**src/rtl/ram_port_arbiter_if.sv**
```systemverilog
// Bus bundle between the two requesters, the arbiter and the SPI RAM
// command port. The arbiter uses the slave view; the environment that
// drives requests and models the RAM uses the master view.
interface ram_port_arbiter_if #(
  parameter int ADDR_SIZE = 8
);

  // Requester 0
  logic                 req0;
  logic                 op0;
  logic [ADDR_SIZE-1:0] addr0;
  logic [7:0]           wdata0;
  logic                 gnt0;
  logic                 done0;
  logic                 err0;
  logic [7:0]           rdata0;

  // Requester 1
  logic                 req1;
  logic                 op1;
  logic [ADDR_SIZE-1:0] addr1;
  logic [7:0]           wdata1;
  logic                 gnt1;
  logic                 done1;
  logic                 err1;
  logic [7:0]           rdata1;

  // RAM command port
  logic [ADDR_SIZE+1:0] ram_din;
  logic                 ram_rx_valid;
  logic [7:0]           ram_dout;
  logic                 ram_tx_valid;

  logic                 busy;

  modport slave (
    input  req0, op0, addr0, wdata0,
    input  req1, op1, addr1, wdata1,
    input  ram_dout, ram_tx_valid,
    output gnt0, done0, err0, rdata0,
    output gnt1, done1, err1, rdata1,
    output ram_din, ram_rx_valid, busy
  );

  modport master (
    output req0, op0, addr0, wdata0,
    output req1, op1, addr1, wdata1,
    output ram_dout, ram_tx_valid,
    input  gnt0, done0, err0, rdata0,
    input  gnt1, done1, err1, rdata1,
    input  ram_din, ram_rx_valid, busy
  );

endinterface

```
**src/rtl/ram_port_arbiter.sv**
```systemverilog
// Round-robin arbiter and sequencer for a single-port SPI RAM.
// Each granted transaction becomes an address command followed by a data
// command; reads then wait (bounded by RD_TIMEOUT) for the RAM's data.
// ADDR_SIZE above 8 does not fit the RAM command format; RD_TIMEOUT >= 1.
module ram_port_arbiter #(
  parameter int ADDR_SIZE  = 8,
  parameter int RD_TIMEOUT = 4
) (
  input  logic                  clk,
  input  logic                  rst_n,
  ram_port_arbiter_if.slave     bus
);

  localparam int CMD_W = ADDR_SIZE + 2;
  localparam int CNT_W = $clog2(RD_TIMEOUT + 1);

  localparam logic [1:0] OP_WR_ADDR = 2'b00;
  localparam logic [1:0] OP_WR_DATA = 2'b01;
  localparam logic [1:0] OP_RD_ADDR = 2'b10;
  localparam logic [1:0] OP_RD_DATA = 2'b11;

  typedef enum logic [2:0] {
    IDLE,
    ADDR,
    DATA,
    RD_WAIT,
    FIN
  } state_t;

  state_t               state_q, state_d;
  logic                 sel_q, sel_d;    // requester owning the current transaction
  logic                 last_q, last_d;  // requester granted most recently
  logic [CNT_W-1:0]     cnt_q, cnt_d;

  logic [1:0]           gnt_q, gnt_d;
  logic [1:0]           done_q, done_d;
  logic [1:0]           err_q, err_d;
  logic [1:0][7:0]      rdata_q, rdata_d;
  logic [CMD_W-1:0]     ram_din_q, ram_din_d;
  logic                 ram_rx_valid_q, ram_rx_valid_d;
  logic                 busy_q, busy_d;

  // Transaction captured at the grant edge
  logic                 op_q;
  logic [ADDR_SIZE-1:0] addr_q;
  logic [7:0]           wdata_q;
  logic                 capture;

  logic                 win;
  logic                 win_op;
  logic [ADDR_SIZE-1:0] win_addr;
  logic [7:0]           win_wdata;

  // Pick the winner: a lone request wins, a tie goes to the one not granted last
  always_comb begin
    win       = (bus.req0 && bus.req1) ? ~last_q : bus.req1;
    win_op    = win ? bus.op1    : bus.op0;
    win_addr  = win ? bus.addr1  : bus.addr0;
    win_wdata = win ? bus.wdata1 : bus.wdata0;
  end

  // Next state and next registered outputs
  always_comb begin
    // NOTE: every signal gets a default before the case so no path leaves
    // it unassigned; otherwise synthesis infers a latch.
    state_d        = state_q;
    sel_d          = sel_q;
    last_d         = last_q;
    cnt_d          = cnt_q;
    gnt_d          = '0;
    done_d         = '0;
    err_d          = '0;
    rdata_d        = rdata_q;
    ram_din_d      = ram_din_q;
    ram_rx_valid_d = 1'b0;
    busy_d         = busy_q;
    capture        = 1'b0;

    case (state_q)
      IDLE: begin
        busy_d = 1'b0;
        if (bus.req0 || bus.req1) begin
          sel_d          = win;
          last_d         = win;
          gnt_d[win]     = 1'b1;
          busy_d         = 1'b1;
          capture        = 1'b1;
          ram_rx_valid_d = 1'b1;
          ram_din_d      = {win_op ? OP_RD_ADDR : OP_WR_ADDR, win_addr};
          state_d        = ADDR;
        end
      end

      ADDR: begin
        ram_rx_valid_d = 1'b1;
        ram_din_d      = op_q ? {OP_RD_DATA, {ADDR_SIZE{1'b0}}}
                              : {OP_WR_DATA, ADDR_SIZE'(wdata_q)};
        state_d        = DATA;
      end

      DATA: begin
        if (op_q) begin
          cnt_d   = '0;
          state_d = RD_WAIT;
        end else begin
          done_d[sel_q] = 1'b1;
          state_d       = FIN;
        end
      end

      RD_WAIT: begin
        if (bus.ram_tx_valid) begin
          rdata_d[sel_q] = bus.ram_dout;
          done_d[sel_q]  = 1'b1;
          state_d        = FIN;
        end else if (cnt_q == CNT_W'(RD_TIMEOUT - 1)) begin
          done_d[sel_q] = 1'b1;
          err_d[sel_q]  = 1'b1;
          state_d       = FIN;
        end else begin
          cnt_d = cnt_q + CNT_W'(1);
        end
      end

      FIN: begin
        busy_d  = 1'b0;
        state_d = IDLE;
      end

      default: state_d = IDLE;
    endcase
  end

  // Control state and all outputs; reset aborts any transaction in flight
  always_ff @(posedge clk or negedge rst_n) begin
    if (!rst_n) begin
      state_q        <= IDLE;
      sel_q          <= 1'b0;
      last_q         <= 1'b1;  // so requester 0 wins the first tie
      cnt_q          <= '0;
      gnt_q          <= '0;
      done_q         <= '0;
      err_q          <= '0;
      rdata_q        <= '0;
      ram_din_q      <= '0;
      ram_rx_valid_q <= 1'b0;
      busy_q         <= 1'b0;
    end else begin
      // NOTE: non-blocking assignments so every register samples the
      // pre-edge values, independent of statement order.
      state_q        <= state_d;
      sel_q          <= sel_d;
      last_q         <= last_d;
      cnt_q          <= cnt_d;
      gnt_q          <= gnt_d;
      done_q         <= done_d;
      err_q          <= err_d;
      rdata_q        <= rdata_d;
      ram_din_q      <= ram_din_d;
      ram_rx_valid_q <= ram_rx_valid_d;
      busy_q         <= busy_d;
    end
  end

  // Latch the winner's request fields at the grant edge
  always_ff @(posedge clk) begin
    // NOTE: pure datapath, always written before it is used, so it carries
    // no reset.
    if (capture) begin
      op_q    <= win_op;
      addr_q  <= win_addr;
      wdata_q <= win_wdata;
    end
  end

  assign bus.gnt0         = gnt_q[0];
  assign bus.gnt1         = gnt_q[1];
  assign bus.done0        = done_q[0];
  assign bus.done1        = done_q[1];
  assign bus.err0         = err_q[0];
  assign bus.err1         = err_q[1];
  assign bus.rdata0       = rdata_q[0];
  assign bus.rdata1       = rdata_q[1];
  assign bus.ram_din      = ram_din_q;
  assign bus.ram_rx_valid = ram_rx_valid_q;
  assign bus.busy         = busy_q;

endmodule
```
**src/flat_wrapper.sv**
```systemverilog
// flat-port wrapper written by rule: the top's interface ports become plain ports
module ram_port_arbiter_flat 
#(
  parameter int ADDR_SIZE  = 8,
  parameter int RD_TIMEOUT = 4
)
  (clk, rst_n, bus_req0, bus_op0, bus_addr0, bus_wdata0, bus_req1, bus_op1, bus_addr1, bus_wdata1, bus_ram_dout, bus_ram_tx_valid, bus_gnt0, bus_done0, bus_err0, bus_rdata0, bus_gnt1, bus_done1, bus_err1, bus_rdata1, bus_ram_din, bus_ram_rx_valid, bus_busy);
  ram_port_arbiter_if #(.ADDR_SIZE(ADDR_SIZE)) bus_i ();
  input  logic clk;
  input  logic rst_n;
  input wire logic [$bits(bus_i.req0)-1:0] bus_req0;
  input wire logic [$bits(bus_i.op0)-1:0] bus_op0;
  input wire logic [$bits(bus_i.addr0)-1:0] bus_addr0;
  input wire logic [$bits(bus_i.wdata0)-1:0] bus_wdata0;
  input wire logic [$bits(bus_i.req1)-1:0] bus_req1;
  input wire logic [$bits(bus_i.op1)-1:0] bus_op1;
  input wire logic [$bits(bus_i.addr1)-1:0] bus_addr1;
  input wire logic [$bits(bus_i.wdata1)-1:0] bus_wdata1;
  input wire logic [$bits(bus_i.ram_dout)-1:0] bus_ram_dout;
  input wire logic [$bits(bus_i.ram_tx_valid)-1:0] bus_ram_tx_valid;
  output wire logic [$bits(bus_i.gnt0)-1:0] bus_gnt0;
  output wire logic [$bits(bus_i.done0)-1:0] bus_done0;
  output wire logic [$bits(bus_i.err0)-1:0] bus_err0;
  output wire logic [$bits(bus_i.rdata0)-1:0] bus_rdata0;
  output wire logic [$bits(bus_i.gnt1)-1:0] bus_gnt1;
  output wire logic [$bits(bus_i.done1)-1:0] bus_done1;
  output wire logic [$bits(bus_i.err1)-1:0] bus_err1;
  output wire logic [$bits(bus_i.rdata1)-1:0] bus_rdata1;
  output wire logic [$bits(bus_i.ram_din)-1:0] bus_ram_din;
  output wire logic [$bits(bus_i.ram_rx_valid)-1:0] bus_ram_rx_valid;
  output wire logic [$bits(bus_i.busy)-1:0] bus_busy;
  assign bus_i.req0 = bus_req0;
  assign bus_i.op0 = bus_op0;
  assign bus_i.addr0 = bus_addr0;
  assign bus_i.wdata0 = bus_wdata0;
  assign bus_i.req1 = bus_req1;
  assign bus_i.op1 = bus_op1;
  assign bus_i.addr1 = bus_addr1;
  assign bus_i.wdata1 = bus_wdata1;
  assign bus_i.ram_dout = bus_ram_dout;
  assign bus_i.ram_tx_valid = bus_ram_tx_valid;
  assign bus_gnt0 = bus_i.gnt0;
  assign bus_done0 = bus_i.done0;
  assign bus_err0 = bus_i.err0;
  assign bus_rdata0 = bus_i.rdata0;
  assign bus_gnt1 = bus_i.gnt1;
  assign bus_done1 = bus_i.done1;
  assign bus_err1 = bus_i.err1;
  assign bus_rdata1 = bus_i.rdata1;
  assign bus_ram_din = bus_i.ram_din;
  assign bus_ram_rx_valid = bus_i.ram_rx_valid;
  assign bus_busy = bus_i.busy;
  ram_port_arbiter #(.ADDR_SIZE(ADDR_SIZE), .RD_TIMEOUT(RD_TIMEOUT)) u_core (.clk(clk), .rst_n(rst_n), .bus(bus_i));
endmodule
```
**config.mk**
```make
export PLATFORM = sky130hd
export DESIGN_NAME = ram_port_arbiter_flat
export DESIGN_NICKNAME = d
export VERILOG_FILES = /design/src/rtl/ram_port_arbiter_if.sv /design/src/rtl/ram_port_arbiter.sv /design/src/flat_wrapper.sv
export SDC_FILE = /design/constraint.sdc
export NUM_CORES = 1
export LEC_CHECK = 0
export ABC_CLOCK_PERIOD_IN_PS = 2300
export CAP_MARGIN = 25
export CORE_AREA = 2 2 74 76
export DETAILED_ROUTE_END_ITERATION = 10
export DIE_AREA = 0 0 76 78
export HOLD_SLACK_MARGIN = 0.06
export PLACE_DENSITY = 0.87
export SYNTH_ARGS = -nofsm -noshare
export SYNTH_HDL_FRONTEND = slang
export SYNTH_SLANG_ARGS = --single-unit
export TNS_END_PERCENT = 30
```
**constraint.sdc**
```tcl
create_clock -name clk -period 2.3 [get_ports clk]
set_input_delay 0.345 -clock clk [delete_from_list [all_inputs] [get_ports clk]]
set_output_delay 0.345 -clock clk [all_outputs]
set_load 0.03 [all_outputs]
```
==> out/metrics.csv, run 1 <==
stage,metric,value,unit
finish,ANT cells,0,
global_routing,Tot GR Track Use,0.171,
clock_network,Setup Buffers After CTS,0,
power,worst vdd ir,0.000640,V
finish,Nets,293,
power,LEAKAGE,1.33,nW
setup_path,critical path's slowest cell,dfrtp_1,
setup_path,CP required,2490,ps
synth,Cell variety after synth,38,
power,Flop pwr share,0.372,
finish,Fillers,387,
floorplan,die height,78,um
timing,Fin Hold WS,89.6,ps
global_routing,antenna violations before repair,0,
placed_design,Inst Count DP,307,
clock_network,Post-CTS Hold Fix Bufs,0,
setup_path,cells on worst reg2reg path,5,
finish,fin cells,315,
clock_network,worst skew pair latency,300,ps
placed_design,port buffer count,80,
synth,mean post-synth cell area,13.9,um^2
synth,post-synth top area share,0.466,
timing,FMAX,0.547,GHz
synth,dominant cell type by area after synthesis,dfrtp_1,
floorplan,row count,26,
timing,Final Slew Violations,0,
setup_path,WS Path Type,register to register,
timing,RSZ-0062 raised after global routing,no,
routing,Detailed Routing Iterations Pass 1,5,
finish,final core utilization,0.642,
setup_path,most common cell type on the critical path,ha_1,
routing,Iteration-0 DRC Markers,72,
finish,layout cells sized above 1,0.212,
synth,"EDFF count, synth",9,
synth,"top cells by count, synth","41 x dfrtp_1, 27 x mux2_2, 10 x o21ai_0",
timing,Max Clock Skew,3.86,ps
global_routing,vias in the first global route,1640,
power,Pint,0.00260,W
floorplan,Initial Utilization,0.437,
setup_path,worst path arrival time,2010,ps
timing,post-route minimum period,1830,ps
timing,final cycle utilization of the critical path,0.795,
global_routing,first-pass GRT wire length,8.03,mm
synth,ys flop type,dfrtp_1,
routing,routed len/inst,14.6,um
synth,most common cell in the synthesized netlist,dfrtp_1,
timing,count of final setup violators,0,
floorplan,Boundary Pins,81,
floorplan,Die X,76,um
finish,area grow syn2layout,47.0,%
clock_network,Max Buffers Root-to-Sink,2,
timing,setup total negative slack,0,ps
power,Sw Share,0.375,
setup_path,crit-path cells,ha_1 > ha_1 > nor3b_1 > o21ba_2 > mux2_2,
synth,syn_nets,207,
synth,Post-Syn Instances,158,
synth,post-synthesis sequential area ratio,0.601,
setup_path,crit end category,register,
clock_network,"Reg clk slew, reported paths",90,ps
clock_network,CTS Buf Count,5,
floorplan,total die area,5930,um^2
routing,DRT Wirelength,4.60,mm
timing,Worst Max-Slew Pin Slew,656,ps
timing,Fin. Hold Viols,0,
routing,Antenna Nets Post-Route,0,
synth,"Cell Area, Synth",2200,um^2
setup_path,"Largest stage delay, worst path",410,ps
global_routing,largest net degree at the start of global routing,43,
outcome,outcome,completed,
clock_network,PostCTS Resize Cnt,0,
clock_network,H-tree depth,2,
clock_network,TritonCTS clock tree,built,
clock_network,clk sinks,51,
timing,Relative slew margins,0.561,
clock_network,Root Buffer,clkbuf_8,
power,Clock power frac,0.162,
setup_path,Crit Path Max Fanout,5,
placed_design,DP HPWL,3.42,mm
floorplan,Core ar.,5040,um^2
placed_design,gp weighted congestion,0.835,
routing,via/cell ratio,4.99,
routing,routed vias,1571,
synth,ys async rst share,0.824,
synth,Synth area leaders,"dfrtp_1 47%, mux2_2 14%, edfxtp_1 12%",
synth,synth warn,0,
routing,DR DRC count,0,
power,Cell Pwr Density,1280,nW/um^2
setup_path,CP Launch Type,register,
power,switching power,0.00156,W
synth,register bit count reported by yosys,51,
worst_hold_path,Hold Crit Class,input pin to asynchronous set/reset pin,
global_routing,remaining global-route overflow,0,
power,combinational share of power,0.466,
flow_run,MaxCap Viol Count,0,
sequential cells by signal, summed over array words and instances, names as in the netlist, 3 cells and up:
signal	cells
u_core.bus.rdata1	8
u_core.cnt_q	3
u_core.wdata_q	8
u_core.bus.ram_din	10
u_core.bus.rdata0	8
u_core.state_q	3
critical path: cells and delay by family, from the launching register on:
family / cells / cell delay, ps
muxes: 1 / 340
AOI/OAI and AO/OA: 1 / 240
DFF: 1 / 410
and+or+nand+nor: 1 / 320
adders and majority gates: 2 / 410
routing by layer:
metal	vias up	wire length (um)	part of all wire	track usage
li1	754	-	-	-
met1	763	1990	0.43	0.209
met2	45	2340	0.51	0.298
met3	9	169	0.037	0.0349
met4	0	101	0.022	0.0673
met5	-	0	0	0
cells in the final DEF (no fill, tap or decap), types with 3 or more instances in the layout:
cell	Yosys	routed
or2_2	3	3
edfxtp_1	9	9
nand2_1	3	3
nor2_1	4	4
nand3b_1	8	8
o211ai_1	8	8
clkbuf_8	0	5
dfrtp_1	41	41
mux2_2	27	27
inv_1	3	3
o21ai_0	10	10
clkdlybuf4s50_1	0	79
buf_4	1	3
mux2i_1	9	9
kinds of logic after synthesis:
kind of cell    after synthesis  synth area share
compound gates               26            0.0778
fa+ha+maj                     2            0.0114
buf+inv                       8            0.0165
flops                        51             0.601
mux                          36             0.179
simple gates                 35             0.115
final timing paths:
path,startpoint,to,slack [ps]
max in group asynchronous,rst_n,u_core.last_q,1840
hold / removal,rst_n,u_core.bus.ram_din[7],90
min in group clk,u_core.bus.ram_din[8],u_core.bus.ram_din[8],500
setup / recovery,u_core.cnt_q[0],u_core.cnt_q[0],470
hold reg to reg,u_core.bus.ram_din[8],u_core.bus.ram_din[8],500
setup reg to reg,u_core.cnt_q[0],u_core.cnt_q[0],470
per-stage QoR:
stage / worst slack, ps / total power [W] / instance area, um^2
finish: 472 / 0.00416 / 3240
floorplan: 606 / 0.00269 / 2200
global placement: 377 / 0.00346 / 3110
detailed placement: 337 / 0.00351 / 3110
CTS: 484 / 0.00420 / 3240
global route: 420 / 0.00440 / 3240
layout make-up:
cell class | count | area [um^2] | area share
Inverter | 3 | 11.3 | 0.00348
Multi-Input combinational cell | 99 | 847 | 0.262
Clock buffer | 6 | 93.8 | 0.0290
Timing Repair Buffer | 84 | 838 | 0.259
Sequential cell | 51 | 1320 | 0.408
Clock inverter | 2 | 37.5 | 0.0116
Tap cell | 70 | 87.6 | 0.0270
power by group through the flow:
| stage | logic [W] | registers (W) | clock network, W |
|---|---|---|---|
| final | 0.00194 | 0.00155 | 0.000672 |
| after global routing | 0.00207 | 0.00160 | 0.000728 |
| after CTS | 0.00196 | 0.00155 | 0.000689 |
| after detailed placement | 0.00195 | 0.00156 | 0 |
| after global placement | 0.00191 | 0.00155 | 0 |
| after floorplan | 0.000680 | 0.00201 | 0 |
Power figures use the tool's default switching activity.
==> inputs of run 2 (changes only) <==
--- a/config.mk
+++ b/config.mk
@@ -5,7 +5,7 @@
 export SDC_FILE = /design/constraint.sdc
 export NUM_CORES = 1
 export LEC_CHECK = 0
-export ABC_CLOCK_PERIOD_IN_PS = 2300
+export ABC_CLOCK_PERIOD_IN_PS = 1800
 export CAP_MARGIN = 25
 export CORE_AREA = 2 2 74 76
 export DETAILED_ROUTE_END_ITERATION = 10
==> constraint.sdc (replaced) <==
create_clock -name clk -period 1.8 [get_ports clk]
set_input_delay 0.27 -clock clk [delete_from_list [all_inputs] [get_ports clk]]
set_output_delay 0.27 -clock clk [all_outputs]
set_load 0.03 [all_outputs]
==> out/metrics.csv, run 2 (synthesized netlist as in run 1, its figures left out) <==
stage,metric,value,unit,change
timing,FMAX,0.602,GHz,+10%
timing,count of final setup violators,0,,unchanged
routing,via/cell ratio,4.82,,-3.4%
floorplan,row count,26,,unchanged
setup_path,critical path's slowest cell,dfrtp_1,,
timing,Final Slew Violations,0,,unchanged
timing,RSZ-0062 raised after global routing,no,,
finish,Nets,303,,+3.4%
clock_network,Max Buffers Root-to-Sink,2,,unchanged
global_routing,remaining global-route overflow,0,,unchanged
global_routing,first-pass GRT wire length,8.28,mm,+3.1%
floorplan,Boundary Pins,81,,unchanged
setup_path,worst r2r src,u_core.cnt_q[0],,
clock_network,Root Buffer,clkbuf_8,,
clock_network,CTS Buf Count,5,,unchanged
floorplan,total die area,5930,um^2,unchanged
routing,DR DRC count,0,,unchanged
power,Cell Pwr Density,1580,nW/um^2,+23%
floorplan,Die X,76,um,unchanged
placed_design,DP HPWL,3.72,mm,+8.7%
finish,"commonest non-fill, non-tap cells in the layout","79 x clkdlybuf4s50_1, 41 x dfrtp_1, 27 x mux2_2",,
routing,Detailed Routing Iterations Pass 1,4,,-1
setup_path,most common cell type on the critical path,ha_1,,
timing,post-route minimum period,1660,ps,-168 ps
finish,max reg flops,10,,unchanged
finish,ANT cells,0,,unchanged
setup_path,CP Launch Type,register,,
timing,Worst Max-Slew Pin Slew,463,ps,-193 ps
global_routing,Tot GR Track Use,0.176,,+0.00473
setup_path,FF-to-FF setup slack,140,ps,-330 ps
floorplan,Core ar.,5040,um^2,unchanged
routing,Antenna Nets Post-Route,0,,unchanged
setup_path,WS Path Type,register to register,,
clock_network,"Reg clk slew, reported paths",90,ps,about the same
timing,final cycle utilization of the critical path,0.922,,+0.128
timing,Max Clock Skew,5.26,ps,+1.40 ps
timing,Relative slew margins,0.691,,+0.130
power,LEAKAGE,1.37,nW,+2.5%
floorplan,Initial Utilization,0.437,,unchanged
finish,post-route design area,3280,um^2,+1.4%
placed_design,pre-CTS setup slack,-25.2,ps,-362 ps
setup_path,crit end category,register,,
floorplan,die height,78,um,unchanged
flow_run,MaxCap Viol Count,0,,unchanged
routing,DRT Wirelength,4.70,mm,+2.0%
power,worst vdd ir,0.000656,V,+2.5%
timing,Fin Hold WS,441,ps,+351 ps
placed_design,port buffer count,80,,unchanged
setup_path,Crit Path Max Fanout,5,,unchanged
clock_network,H-tree depth,2,,unchanged
worst_hold_path,Hold Crit Class,input pin to asynchronous set/reset pin,,
outcome,outcome,completed,,
placed_design,Post-DP Area,3170,um^2,+2.2%
global_routing,vias in the first global route,1725,,+5.2%
clock_network,worst skew pair latency,300,ps,about the same
setup_path,crit-path cells,ha_1 > ha_1 > nor3b_2 > o21ba_2 > mux2_2,,
global_routing,antenna violations before repair,0,,unchanged
setup_path,"Largest stage delay, worst path",410,ps,about the same
finish,area grow syn2layout,49.1,%,
clock_network,clk sinks,51,,unchanged
timing,Fin. Hold Viols,0,,unchanged
clock_network,TritonCTS clock tree,built,,
global_routing,largest net degree at the start of global routing,25,,-42%
setup_path,CP required,1990,ps,-500 ps
finish,layout cells sized above 1,0.243,,+0.0309
routing,Iteration-0 DRC Markers,87,,+21%
setup_path,cells on worst reg2reg path,5,,unchanged
finish,"commonest non-fill, non-tap cell in the layout",clkdlybuf4s50_1,,
timing,Worst Slack Setup Final,140,ps,-332 ps
routing,routed vias,1566,,-0.32%
routing,routed len/inst,14.5,um,-1.1%
setup_path,worst path arrival time,1850,ps,-160 ps
setup_path,reg2reg end,u_core.cnt_q[2],,
placed_design,gp weighted congestion,0.771,,-7.7%
==> run 2: changes by cell type in the layout (fill, tap and decap cells not counted), sizes merged <==
cell,delta
bufinv,-1
dlygate4sd3,+1
clkinv,+2
buf,+9
clkbuf,-1
==> run 2: how the worst max path moves through the flow <==
stage                     slack (ps)                 to            start
final                            140    u_core.cnt_q[2]  u_core.cnt_q[0]
after CTS                         70    u_core.cnt_q[2]  u_core.cnt_q[0]
after global routing              60    u_core.cnt_q[2]  u_core.cnt_q[0]
after global placement            20  u_core.wdata_q[3]         bus_req1
after detailed placement         -30  u_core.wdata_q[1]         bus_req1
after floorplan                  110    u_core.cnt_q[0]  u_core.cnt_q[0]
==> run 2: per-stage QoR <==
step / utilization / std cells / total power, W / TNS [ps]
6_report: 0.651 / 325 / 0.00518 / 0
3_5_place_dp: 0.630 / 316 / 0.00457 / -150
4_1_cts: 0.650 / 325 / 0.00523 / 0
5_1_grt: 0.651 / 325 / 0.00550 / 0
2_1_floorplan: - / 158 / 0.00344 / 0
3_3_place_gp: 0.630 / 316 / 0.00449 / 0
==> run 2: cell type report <==
class / instances / area (um^2)
fillers: 392 / 1760
flip-flops and latches: 51 / 1320
repair buffers: 94 / 916
multi-input cells: 99 / 852
well taps: 70 / 87.6
clock buffers: 5 / 68.8
clock inverters: 3 / 25.0
inverters: 3 / 11.3
==> run 2: repair_timing <==
item                                   4_1_cts  5_1_grt
setup endpoints to repair                    0        2
setup buffers                                0        0
gates resized for setup                      0        1
hold buffers                                 1        0
endpoints found under the hold margin       18        0
==> run 2: per-layer routing <==
layer / share of wire / up-vias / track usage
li1: - / 771 / -
met1: 0.42 / 746 / 0.222
met2: 0.52 / 45 / 0.304
met3: 0.055 / 4 / 0.0442
met4: 0.010 / 0 / 0.0436
met5: 0 / - / 0
==> run 2: critical path, delay by kind of cell (launching register included) <==
family | cells | cell delay [ps]
compound gates | 1 | 210
mux | 1 | 350
flops | 1 | 410
fa+ha+maj | 2 | 400
simple gates | 1 | 180
==> run 2: power breakdown <==
part	switching (W)	total, W	internal [W]
Clock	0.000369	0.000647	0.000278
Combinational	0.00134	0.00256	0.00122
Sequential	0.000292	0.00197	0.00168
